<file path="config.mk">
export PLATFORM = sky130hd
export DESIGN_NAME = result_fifo_st_to_mm
export DESIGN_NICKNAME = d
export VERILOG_FILES = /design/src/rtl/result_fifo_st_to_mm.sv
export SDC_FILE = /design/constraint.sdc
export NUM_CORES = 2
export LEC_CHECK = 0
export ABC_AREA = 1
export CORE_MARGIN = 3
export CORE_UTILIZATION = 50
export DETAILED_ROUTE_END_ITERATION = 8
export HOLD_SLACK_MARGIN = 0.12
export PLACE_DENSITY = 0.65
export SLEW_MARGIN = 20
export SYNTH_ARGS = -nofsm -noshare
export SYNTH_HDL_FRONTEND = slang
export SYNTH_SLANG_ARGS = --single-unit
</file>
<file path="constraint.sdc">
create_clock -name clock -period 5.23 [get_ports clock]
set_input_delay 0.7845 -clock clock [delete_from_list [all_inputs] [get_ports clock]]
set_output_delay 0.7845 -clock clock [all_outputs]
set_load 0.05 [all_outputs]
</file>
<file path="src/rtl/result_fifo_st_to_mm.sv">
// result_fifo_st_to_mm
//
// Return path for accelerator results. 32-bit words arrive on an Avalon-ST
// sink and are buffered in a DEPTH-entry circular FIFO. The HPS reads them
// through an Avalon-MM slave.
//
// Words are byte-swapped on the way in, matching the instruction FIFO, so a
// word the HPS wrote as bytes B3..B0 comes back unchanged.
//
// Register map:
//   0 DATA     pop-on-read. Stalls with waitrequest while the FIFO is empty.
//   1 STATUS   [AW:0] count, [16] empty, [17] full, [18] underflow_seen
//   2 CONTROL  reads 0. On write, bit0 flushes the FIFO and bit1 clears
//              underflow_seen.
//   3          reserved, reads 0
//
// Ports:
//   clock, reset_n                     single clock, async active-low reset
//   avalonst_sink_data/valid/ready     result stream in (ready latency 0)
//   avalonmm_read_slave_address        register select
//   avalonmm_read_slave_read/write     access strobes (read wins if both set)
//   avalonmm_read_slave_writedata      CONTROL write data
//   avalonmm_read_slave_readdata       registered read data, latency 1
//   avalonmm_read_slave_readdatavalid  one-cycle pulse per accepted read
//   avalonmm_read_slave_waitrequest    stall for a DATA read while empty
module result_fifo_st_to_mm #(
    parameter int DEPTH = 128,
    parameter int AW    = 7
) (
    input  logic        clock,
    input  logic        reset_n,
    input  logic [31:0] avalonst_sink_data,
    input  logic        avalonst_sink_valid,
    output logic        avalonst_sink_ready,
    input  logic [1:0]  avalonmm_read_slave_address,
    input  logic        avalonmm_read_slave_read,
    input  logic        avalonmm_read_slave_write,
    input  logic [31:0] avalonmm_read_slave_writedata,
    output logic [31:0] avalonmm_read_slave_readdata,
    output logic        avalonmm_read_slave_readdatavalid,
    output logic        avalonmm_read_slave_waitrequest
);

    localparam logic [AW:0] FULL_COUNT = (AW+1)'(DEPTH);

    // Same lane swap as the instruction FIFO; it is its own inverse.
    function automatic logic [31:0] byte_swap(input logic [31:0] d);
        return {d[7:0], d[15:8], d[23:16], d[31:24]};
    endfunction

    logic [31:0] mem [DEPTH];
    logic [AW-1:0] wr_ptr;
    logic [AW-1:0] rd_ptr;
    logic [AW:0]   count;
    logic          underflow_seen;
    logic [31:0]   readdata_p1;
    logic          vld_p1;

    logic        empty;
    logic        full;
    logic        data_rd;
    logic        rd_accept;
    logic        push;
    logic        pop;
    logic        ctrl_wr;
    logic        flush;
    logic        clr_underflow;
    logic [31:0] status;

    always_comb begin
        empty = (count == '0);
        full  = (count == FULL_COUNT);

        // Ready depends only on the registered count, never on a same-cycle
        // pop, which keeps the sink free of a combinational path from the MM side.
        avalonst_sink_ready = reset_n & ~full;

        data_rd = avalonmm_read_slave_read & (avalonmm_read_slave_address == 2'd0);
        avalonmm_read_slave_waitrequest = ~reset_n | (data_rd & empty);

        rd_accept = avalonmm_read_slave_read & ~avalonmm_read_slave_waitrequest;
        pop       = rd_accept & (avalonmm_read_slave_address == 2'd0);
        push      = avalonst_sink_valid & avalonst_sink_ready;

        // A write issued together with a read is ignored.
        ctrl_wr       = avalonmm_read_slave_write & ~avalonmm_read_slave_read &
                        (avalonmm_read_slave_address == 2'd2);
        flush         = ctrl_wr & avalonmm_read_slave_writedata[0];
        clr_underflow = ctrl_wr & avalonmm_read_slave_writedata[1];

        status       = '0;
        status[AW:0] = count;
        status[16]   = empty;
        status[17]   = full;
        status[18]   = underflow_seen;
    end

    // Storage array: contents need no reset, the pointers define validity.
    always_ff @(posedge clock) begin
        if (push) begin
            mem[wr_ptr] <= byte_swap(avalonst_sink_data);
        end
    end

    // Stage p0 -> p1: pointer/count update and registered read response.
    always_ff @(posedge clock or negedge reset_n) begin
        if (!reset_n) begin
            wr_ptr         <= '0;
            rd_ptr         <= '0;
            count          <= '0;
            underflow_seen <= 1'b0;
            readdata_p1    <= '0;
            vld_p1         <= 1'b0;
        end else begin
            if (flush) begin
                // Flush wins over any push or pop in the same cycle.
                wr_ptr <= '0;
                rd_ptr <= '0;
                count  <= '0;
            end else begin
                if (push) begin
                    wr_ptr <= wr_ptr + 1'b1;
                end
                if (pop) begin
                    rd_ptr <= rd_ptr + 1'b1;
                end
                case ({push, pop})
                    2'b10:   count <= count + 1'b1;
                    2'b01:   count <= count - 1'b1;
                    default: count <= count;
                endcase
            end

            // Sticky marker for software to spot a DATA read hung on empty.
            if (data_rd && empty) begin
                underflow_seen <= 1'b1;
            end else if (clr_underflow) begin
                underflow_seen <= 1'b0;
            end

            vld_p1 <= rd_accept;
            if (rd_accept) begin
                case (avalonmm_read_slave_address)
                    2'd0:    readdata_p1 <= mem[rd_ptr];
                    2'd1:    readdata_p1 <= status;
                    default: readdata_p1 <= '0;
                endcase
            end
        end
    end

    assign avalonmm_read_slave_readdata      = readdata_p1;
    assign avalonmm_read_slave_readdatavalid = vld_p1;

endmodule

</file>
[Yosys cells after proc, flatten, opt, wreduce, memory -nomap -nowiden]
Memory sizes are Yosys's and may differ from the RTL's.
Cells that the tools add are included.
Cells by class
  bitwise logic cells: 15
  mux-type cells: 11
  add/sub/neg operators: 4
  eq/ne operators: 5
  reductions and logical operators: 7
Operator list (number)
  32-bit one-hot mux with 2 select lines: 1
  7-bit 2-to-1 mux: 4
  8-bit one-hot mux with 2 select lines: 1
  7-bit by 1-bit adder with 7-bit output, second input constant: 2
  1-bit AND: 10
  8-bit by 1-bit adder with 8-bit output, second input constant: 1
  8-bit == test, second input constant: 1
  8-bit zero test: 1
  8-bit 2-to-1 mux: 1
  8-bit by 1-bit subtractor with 8-bit output, second input constant: 1
  2-bit nonzero test: 3
  2-bit by 1-bit == test with 1-bit output, second input constant: 2
  2-bit == test, second input constant: 2
  1-bit 2-to-1 mux: 4
  1-bit NOT: 4
  3-bit nonzero test: 1
  2-bit zero test: 1
  1-bit logical AND: 1
  1-bit OR: 1
Word-level totals
  bits in writable memories: 4096
  memories: 1
  word-level logic and storage cells: 49
  register bits: 56
  output and inout port bits: 35
Memory list
  mem: words 128, bits a word 32, read ports 1, clocked after memory_dff 0, wr ports 1, line 51  | logic [31:0] mem [DEPTH];

[Depth between registers and ports, before layout]
  word-level depth: 10
  mapped depth: 19

[Worst setup path before layout]
No wires, ideal clock.
  kind: in2reg
  from: input reset_n
  to: memory mem[95][0] (enable)
  setup time: 0.461 ns
  data arrival time: 3.886 ns
  cell stages on the path: 6
  path buffers: 0
  setup slack: 0.882 ns
  data required time: 4.769 ns
  cells stage by stage: nand2_1 inv_1 nand2_2 clkinv_1 nand3_1 nor3_1
On the way
  word-level cells in the longest chain between the ends: 4
RTL lines
  from (decl): line 31  | input logic reset_n,
  1-bit AND: line 76  | avalonst_sink_ready = reset_n & ~full;
  named net avalonst_sink_ready: line 34  | output logic avalonst_sink_ready,
  1-bit AND: line 83  | push = avalonst_sink_valid & avalonst_sink_ready;
  1-bit 2-to-1 mux: line 100  | if (push) begin
  1-bit 2-to-1 mux (not written as such): line 101  | mem[wr_ptr] <= byte_swap(avalonst_sink_data);
  to (decl): line 51
The timed path passes the listed nets, and every way through them passes these cells.

[Worst setup path after layout]
  from: register rd_ptr[0]
  to: register readdata_p1[21] (netlist: avalonmm_read_slave_readdata[21])
On the way
  word-level cells in the longest chain between the ends: 2
RTL lines
  from (decl): line 53  | logic [AW-1:0] rd_ptr;
  from (signal assigned): line 125  | rd_ptr <= rd_ptr + 1'b1;
  memory 128 x 32 bit
  32-bit one-hot mux with 2 select lines: line 143  | case (avalonmm_read_slave_address)
  to (signal assigned): line 144  | 2'd0: readdata_p1 <= mem[rd_ptr];
  to (signal assigned): line 145  | 2'd1: readdata_p1 <= status;
  to (decl): line 56  | logic [31:0] readdata_p1;
No other way between the ends.
A chain may end at the register's enable or synchronous reset.

==> summary.md <==
| Metric | Value |
|---|---|
| Number of port buffers | `75` |
| CP Max Fanout | `205` |
| I/O pin count | `106` |
| Mapped Nets | `13770` |
| PwrDens | `516.8 nW/um^2` |
| Initial core utilization | `50.40%` |
| Gr usage total | `28.06%` |
| Post-route design area | `187600 um^2` |
| Avg Cell Area, Syn | `12.21 um^2` |
| Seq/Total Area, Yosys | `74.44%` |
| P_leak | `64.06 nW` |
| Largest net degree at the start of global routing | `206` |
| Fill cells | `26610` |
| Synth Register Bits | `4152` |
| Site Rows | `211` |
| Synth top cells by count | `4096 x edfxtp_1, 2584 x nor2_1, 1995 x nand2_1, 1692 x o21ai_0, 839 x nand3_1` |
| Synth warn | `0` |
| DP HPWL | `279800 um` |
| GPL Wtd Cong | `0.9041` |
| Post-synth design cell area | `167100 um^2` |
| Final Skew | `56.15 ps` |
| Dpl cell area | `174100 um^2` |
| Die H | `584.1 um` |
| Final period util | `76.94%` |
| H-tree depth | `5` |
| Max Slew Vio Count | `0` |
| Final ANT Viol Nets | `0` |
| Top cells by area, synth | `edfxtp_1 74%, nor2_1 5.8%, o21ai_0 5.1%` |
| Critical path capture point type | `flop` |
| Crit path kind | `reg2reg` |
| NumNets Final | `13790` |
| RSZ-0062 raised after global routing | `false` |
| Starting DRT DRC Count | `13460` |
| Area of the multi-input gates | `37690 um^2` |
| First-pass GRT wire length | `702000 um` |
| Worst path arrival time | `4940 ps` |
| Startpoint class of the critical path | `flop` |
| Achievable Freq | `248.5 MHz` |
| Area growth syn-to-layout | `12.25%` |
| DR vias | `109300` |
| Post-synthesis instance total | `13690` |
| Core Area | `331600 um^2` |
| Synth top area share | `73.60%` |
| Fin. Hold Viols | `0` |
| CTS resizes | `0` |
| Num Clock Sinks | `4152` |
| Final setup vio count | `0` |
| Share of cells above drive strength 1 | `8.429%` |
| Routed met2 length | `219700 um` |
| Most area-hungry cell type in the Yosys netlist | `edfxtp_1` |
| Clock Tree Buf Depth | `4` |
| Final hold slack | `178.0 ps` |
| Clock slew at reported path FFs | `60 ps` |
| Final min period | `4024 ps` |
| Maximum VDD drop | `510.5 uV` |
| Async set-reset flop share out of synthesis | `1.349%` |
| Via density per instance | `5.919` |
| Post-synth EDFFs | `4096` |
| CTS tree | `built` |
| DRC violations left | `0` |
| DR WL/cell | `26.40 um` |
| Synth cell types | `37` |
| Total detailed-routing wirelength | `487200 um` |
| Register Area | `124400 um^2` |
| Most common cell in the synthesized netlist | `edfxtp_1` |
| Initial antenna violation count | `25` |
| Tot Pwr | `96.93 mW` |
| Die width | `584.1 um` |
| Worst-Margin Slew | `1217 ps` |
| WL met3 | `51110 um` |
| Max_slew headroom | `18.88%` |
| Main flop type after synthesis | `edfxtp_1` |
| Uppermost routed layer | `met5` |
| Setup_tns | `0 ps` |
| Critical Path RT | `6150 ps` |
| Max_cap viols | `0` |
| Number of CTS-inserted buffers | `422` |
| Routed metal-1 wirelength | `194000 um` |
| TritonRoute pass-1 iters | `7` |
| GRT overflow | `0` |
| Vias in the first global route | `101900` |
| Root Driver | `clkbuf_16` |
| Worst min path class | `in2reg` |
| Die area | `341200 um^2` |
| Clk_lat worst skew | `980 ps` |
| Outcome | `complete, no violations` |
## stage by stage
step           util (%)  instances  setup WS, ps
6_report          56.57      18460          1206
5_1_grt           56.56      18440          1076
4_1_cts           56.56      18440          1225
3_5_place_dp      52.49      17650          1099
3_3_place_gp      52.46      17650          1133
2_1_floorplan         -      13690         882.4
## flip-flops by register name, summed over array words and instances (netlist names)
signal                             count
rd_ptr                                 7
count                                  8
underflow_seen                         1
avalonmm_read_slave_readdata          32
mem                                 4096
avalonmm_read_slave_readdatavalid      1
wr_ptr                                 7
## layout make-up
cell class / count / area share, %
sequential: 4152 / 66.33
multi-input combinational: 8166 / 20.09
clock buffer: 523 / 5.915
tap: 4366 / 2.912
timing repair buffer: 473 / 2.454
clock inverter: 261 / 1.258
inverter: 495 / 1.017
antenna: 21 / 0.02801
## layer usage
layer	vias to the layer above	GRT usage (%)
met5	-	0
met4	10	11.72
met3	933	6.374
met2	5275	42.51
met1	54290	39.34
li1	48740	-
## cells in the final DEF (no fill, tap or decap), types with 228 or more instances in the layout
| cell | Yosys | final |
|---|---|---|
| clkbuf_16 | 0 | 427 |
| nor2_1 | 2584 | 2457 |
| a21oi_1 | 228 | 228 |
| buf_4 | 78 | 348 |
| o21ai_0 | 1692 | 1692 |
| inv_1 | 486 | 482 |
| nand3_1 | 839 | 835 |
| o22ai_1 | 236 | 236 |
| o211ai_1 | 391 | 391 |
| edfxtp_1 | 4096 | 4096 |
| nand2_1 | 1995 | 1993 |
## critical path, cell delays in order (launching register included)
cell and delay, ps:
dfrtp_4 870, buf_12 550, o21ai_0 240, o22ai_1 220
nand2_1 80, nand2_1 80, inv_1 50, a21oi_1 790
nor2_1 330, nand2_1 140, nand3_1 100, nand2_1 80
## repair_timing
action	CTS	global route
hold endpoints to repair	57	0
buffers inserted	0	0
hold buffers	2	0
## power by group
| part | internal (mW) | leakage, nW | switching, mW |
|---|---|---|---|
| Sequential | 37.0 | 37.5 | 0.487 |
| Combinational | 7.77 | 20.0 | 22.1 |
| Clock | 16.7 | 6.55 | 12.8 |
| Total | 61.5 | 64.1 | 35.4 |
## cells by family after synthesis
group / Yosys count / share of synthesized area, %
compound gates: 2683 / 8.834
xor+xnor: 6 / 0.03145
fa+ha+maj: 9 / 0.07188
buf+inv: 1373 / 3.618
flops: 4152 / 74.44
simple gates: 5468 / 13.00
## final timing paths
path,from,end,slack (ps),cells after the start
max,rd_ptr[0],avalonmm_read_slave_readdata[21],1210,11
min,avalonst_sink_data[16],mem[1][8],180,1
max reg2reg,rd_ptr[0],avalonmm_read_slave_readdata[21],1210,11
min reg2reg,underflow_seen,underflow_seen,510,2
max in group asynchronous,reset_n,rd_ptr[4],3830,3
min in group asynchronous,reset_n,count[4],610,3
Note: power is estimated with default switching activity, not from simulation.
